$ cat src/rtl/syn_fifo_pkg.sv
// Shared definitions for the syn_fifo bit FIFO and its BPSK mapper:
// default sizing, the pointer-width helper and the signed sample type.
package syn_fifo_pkg;

   localparam int DEFAULT_DEPTH = 8;
   localparam int DEFAULT_AMP   = 16383;

   // Signed constellation sample handed to the DAC / pulse-shaping stage.
   typedef logic signed [15:0] sample_t;

   // Pointer width: index bits plus one wrap bit that separates full from empty.
   function automatic int ptr_width(input int depth);
      return $clog2(depth) + 1;
   endfunction

endpackage

$ cat src/rtl/bpsk_mapper.sv
// BPSK symbol mapper: on load, registers +AMP for bit 1 or -AMP for bit 0,
// and holds that point until the next load. Reset clears the point to 0.
module bpsk_mapper
   import syn_fifo_pkg::*;
#(
   parameter int AMP = DEFAULT_AMP
) (
   input  logic    clk,
   input  logic    rst,
   input  logic    load,
   input  logic    data_bit,
   output sample_t point
);

   localparam sample_t POS_PT = sample_t'(AMP);
   localparam sample_t NEG_PT = -POS_PT;

   // Register the constellation point of each loaded bit; hold otherwise.
   always_ff @(posedge clk) begin
      if (rst) begin
         point <= '0;
      end else if (load) begin
         point <= data_bit ? POS_PT : NEG_PT;
      end
   end

endmodule

$ cat src/rtl/syn_fifo.sv
// syn_fifo: synchronous single-bit FIFO with an optional BPSK mapper on the
// read side. Define SYN_FIFO_MAPPER_EN to build the mapper; without it
// data_pt is a constant zero and everything else is unchanged.
// Pointers carry one wrap bit: equal pointers mean empty, equal index bits
// with differing wrap bits mean full. Flags depend on registered pointers only.
module syn_fifo
   import syn_fifo_pkg::*;
#(
   parameter int DEPTH = DEFAULT_DEPTH,
   parameter int AMP   = DEFAULT_AMP
) (
   input  logic    CLK,
   input  logic    RST,
   input  logic    wEN,
   input  logic    rEN,
   input  logic    dIn,
   output logic    bFull,
   output logic    bEmpty,
   output logic    dOut,
   output logic    dFLAG,
   output sample_t data_pt
);

   localparam int PW = ptr_width(DEPTH);
   typedef logic [PW-1:0] ptr_t;

   logic [DEPTH-1:0] mem;
   ptr_t             wptr;
   ptr_t             rptr;
   logic             wr_acc;
   logic             rd_acc;
   logic             rd_bit;

   assign bEmpty = (wptr == rptr);
   assign bFull  = (wptr[PW-1] != rptr[PW-1]) && (wptr[PW-2:0] == rptr[PW-2:0]);
   assign dFLAG  = ~bEmpty;

   // Acceptance uses the pre-edge flags, so a full FIFO still reads and an
   // empty FIFO still writes when both requests arrive together.
   assign wr_acc = wEN & ~bFull;
   assign rd_acc = rEN & ~bEmpty;
   assign rd_bit = mem[rptr[PW-2:0]];

   // Store the incoming bit at the write index.
   // NOTE: storage has no reset; stale bits are unreachable once the pointers clear.
   always_ff @(posedge CLK) begin
      if (wr_acc) begin
         mem[wptr[PW-2:0]] <= dIn;
      end
   end

   // Advance the write/read pointers, modulo twice the depth.
   // NOTE: state uses non-blocking assignments so every register sees pre-edge values.
   always_ff @(posedge CLK) begin
      if (RST) begin
         wptr <= '0;
         rptr <= '0;
      end else begin
         if (wr_acc) wptr <= wptr + ptr_t'(1);
         if (rd_acc) rptr <= rptr + ptr_t'(1);
      end
   end

   // Register the bit popped by an accepted read; hold it otherwise.
   always_ff @(posedge CLK) begin
      if (RST) begin
         dOut <= 1'b0;
      end else if (rd_acc) begin
         dOut <= rd_bit;
      end
   end

`ifdef SYN_FIFO_MAPPER_EN
   bpsk_mapper #(
      .AMP (AMP)
   ) u_mapper (
      .clk      (CLK),
      .rst      (RST),
      .load     (rd_acc),
      .data_bit (rd_bit),
      .point    (data_pt)
   );
`else
   // Mapper stripped: the point is zero whatever AMP is set to.
   assign data_pt = sample_t'(AMP) & '0;
`endif

endmodule

$ cat config.mk
export PLATFORM = sky130hd
export DESIGN_NAME = syn_fifo
export DESIGN_NICKNAME = d
export VERILOG_FILES = /design/src/rtl/syn_fifo_pkg.sv /design/src/rtl/bpsk_mapper.sv /design/src/rtl/syn_fifo.sv
export SDC_FILE = /design/constraint.sdc
export NUM_CORES = 1
export LEC_CHECK = 0
export CORE_MARGIN = 2
export CORE_UTILIZATION = 44
export DETAILED_ROUTE_END_ITERATION = 12
export MAX_ROUTING_LAYER = met4
export PLACE_DENSITY_LB_ADDON = 0.12
export SLEW_MARGIN = 5
export SYNTH_ARGS = -nofsm -noshare
export SYNTH_HDL_FRONTEND = slang
export SYNTH_SLANG_ARGS = --single-unit
$ cat constraint.sdc
create_clock -name CLK -period 1.8 [get_ports CLK]
set_input_delay 0.36 -clock CLK [delete_from_list [all_inputs] [get_ports CLK]]
set_output_delay 0.36 -clock CLK [all_outputs]
set_load 0.05 [all_outputs]
==> flow_summary.yaml <==
worst_setup_path:
  critPathLaunch: "wptr[1]"
  worstRegToRegCells: 4
  cp-start-kind: "flip-flop"
  cp.arrival_ns: 1.65
  required_ns: 1.44
  cp_slowest_cell: "dfxtp_2"
  crit_type: "reg -> out"
  crit_fanout: 2
  crit_path_end_kind: "output pin"
  r2r_start: "rptr[3]"
  crit_path_cell_trace: "xor2_4, or2_4, or3_4, clkinvlp_4, buf_12"
  cp_slowest_stage_delay_ns: 0.36
route:
  drtIter0Drc: 3
  drc: 0
  viasPerCell: 4.48
  drtAntennaViolNets: 0
  wirelength_um: 1580
  vias: 650
  first_pass_iters: 4
  routedWlPerCell_um: 10.9
layout:
  diodes: 0
  multi_input_area_um2: 542
  layout-drive-gt1-share_pct: 31.6
  area_delta_synth_final_pct: 19.6
  layout.nets: 125
  fin_util_pct: 56.1
  fillCellCount: 206
  regArea_um2: 430
  final_cells: 145
  layout_common_cells: "conb_1, buf_4, nor2_1, edfxtp_1, dfxtp_1"
  fin_area_mm2: 0.00125
  final_common_cell: "conb_1"
die:
  die_y_um: 52.8
  io-pin-count: 25
  dieArea_mm2: 0.00279
  initial_core_util_pct: 46.9
  coreArea_mm2: 0.00223
  fp.dieW_um: 52.8
  rows: 17
sta:
  fmax_ghz: 0.499
  slew_violations: 0
  hold_viol: 0
  skew_ns: 0.00160
  period_share_pct: 111
  fin_tns_setup_ns: -0.538
  hold_ws_ns: 0.506
  setup_slack_ns: -0.205
  post-route-min-period_ns: 2.01
  finalSetupViolCount: 3
  rsz0062_at_grt: "true"
clock_tree:
  clkLatencyLatePin_ns: 0.30
  clock_path_buffers: 2
  hold_buffers: 0
  cts.htree.levels: 1
  numCtsBuffers: 3
  cts_tree: "built"
  clkSlewWorstSetupHoldPaths_ns: 0.10
  root_buffer: "clkbuf_4"
  cts_sinks: 17
placed_design:
  port_buffers: 8
  pre_cts_ws_ns: 0.0326
  hpwl_um: 1310
  dp_cells: 140
  placed_area_mm2: 0.00120
  place_congestion: 0.761
grt:
  grt_max_degree: 12
  grt_pass1_wl_um: 2650
  grt_usage_pct: 14.2
  antenna_found_initial: 0
  overflow: 0
  grt_pass1_vias: 609
power:
  p_sw_mw: 0.466
  pwr-share-comb_pct: 44.3
  clkPwrFrac_pct: 17.6
  pwr-share-seq_pct: 38.1
  leakage_nw: 0.499
  swShare_pct: 38.8
  power_density_mw_per_mm2: 958
  p_total_mw: 1.20
  p_int_mw: 0.734
  max-vdd-ir-drop_mv: 0.654
job:
  max_cap_viol_count: 0
yosys:
  ys_dominant_reg_cell: "dfxtp_1"
  synthTopCellsByArea: "edfxtp_1, dfxtp_1, buf_4"
  synth.avg_cell_area_um2: 10.7
  synth.distinct_cells: 32
  ys_seq_area_share_pct: 40.1
  synth_edf_count: 8
  synth_seq_cells: 17
  syn_inst: 98
  yosys.area.top_type: "edfxtp_1"
  syn_area_mm2: 0.00105
  synth_top_cell_area_share_pct: 22.9
  async_reset_ff_share_pct: 0
  yosysWarnings: 0
status:
  status: "finished, violations left"
  violations: "negative setup slack"
min_path:
  min_path_cells: 2
  hold_class: "reg -> reg"
  hp-start: "dOut"
worst paths after layout:
kind | to | slack [ns]
max | bEmpty | -0.21
min | dOut | 0.51
max reg2reg | mem[2] | 0.08
min reg2reg | dOut | 0.51
flip-flops by register name (all words and copies together), names as in the netlist:
signal and cells:
mem 8, dOut 1, rptr 4, wptr 4
power groups by stage:
stage / Combinational (mW) / Sequential (mW) / Clock [mW]
after detailed placement: 0.516 / 0.465 / 0
final: 0.532 / 0.457 / 0.211
after global routing: 0.562 / 0.462 / 0.241
after floorplan: 0.402 / 0.465 / 0
after global placement: 0.511 / 0.465 / 0
after CTS: 0.535 / 0.458 / 0.222
area by class of cell:
class / count / share of cell area [%]
sequential: 17 / 34.4
multi-input combinational: 70 / 43.3
inverter: 5 / 1.80
clock buffer: 3 / 1.80
tap: 28 / 2.80
clock inverter: 1 / 0.599
timing repair buffer: 21 / 15.4
synthesized netlist by cell type, types with 2 or more instances:
| master | instances |
|---|---|
| a21oi_1 | 3 |
| buf_4 | 17 |
| dfxtp_1 | 9 |
| edfxtp_1 | 8 |
| ha_1 | 2 |
| inv_1 | 5 |
| mux2i_1 | 4 |
| nand2b_1 | 3 |
| nand3_1 | 2 |
| nor2_1 | 10 |
| nor3_1 | 3 |
| o21ai_0 | 4 |
| o41ai_4 | 2 |
| or2_2 | 2 |
| or3_1 | 4 |
| xor2_1 | 3 |
| xor2_2 | 2 |
per-layer routing:
layer,routed length [um],track usage [%],up-vias
met5,0,-,-
met4,35,6.41,0
met3,74,5.14,4
met2,774,22.7,14
met1,698,15.7,291
li1,-,-,341
repair_timing:
action / CTS / global route
setup buffers: 1 / 0
endpoints found under the setup margin: 3 / 3
pin swaps: 3 / 0
gates resized for setup: 6 / 0
kinds of logic after synthesis:
logic type | after synthesis | synth area share [%]
XOR/XNOR | 7 | 9.08
flip-flops | 17 | 40.1
buffers and inverters | 26 | 16.4
AND/OR/NAND/NOR | 28 | 14.0
multiplexers | 6 | 7.77
adder cells (fa/ha/maj) | 2 | 2.39
AO/OA/AOI/OAI | 11 | 9.92
other | 1 | 0.358
critical path, delay by kind of cell (launching register included):
kind / cells / cell delay, ns
simple gates: 2 / 0.59
flops: 1 / 0.36
xor+xnor: 1 / 0.18
buf+inv: 2 / 0.22
Power figures use the tool's default switching activity.
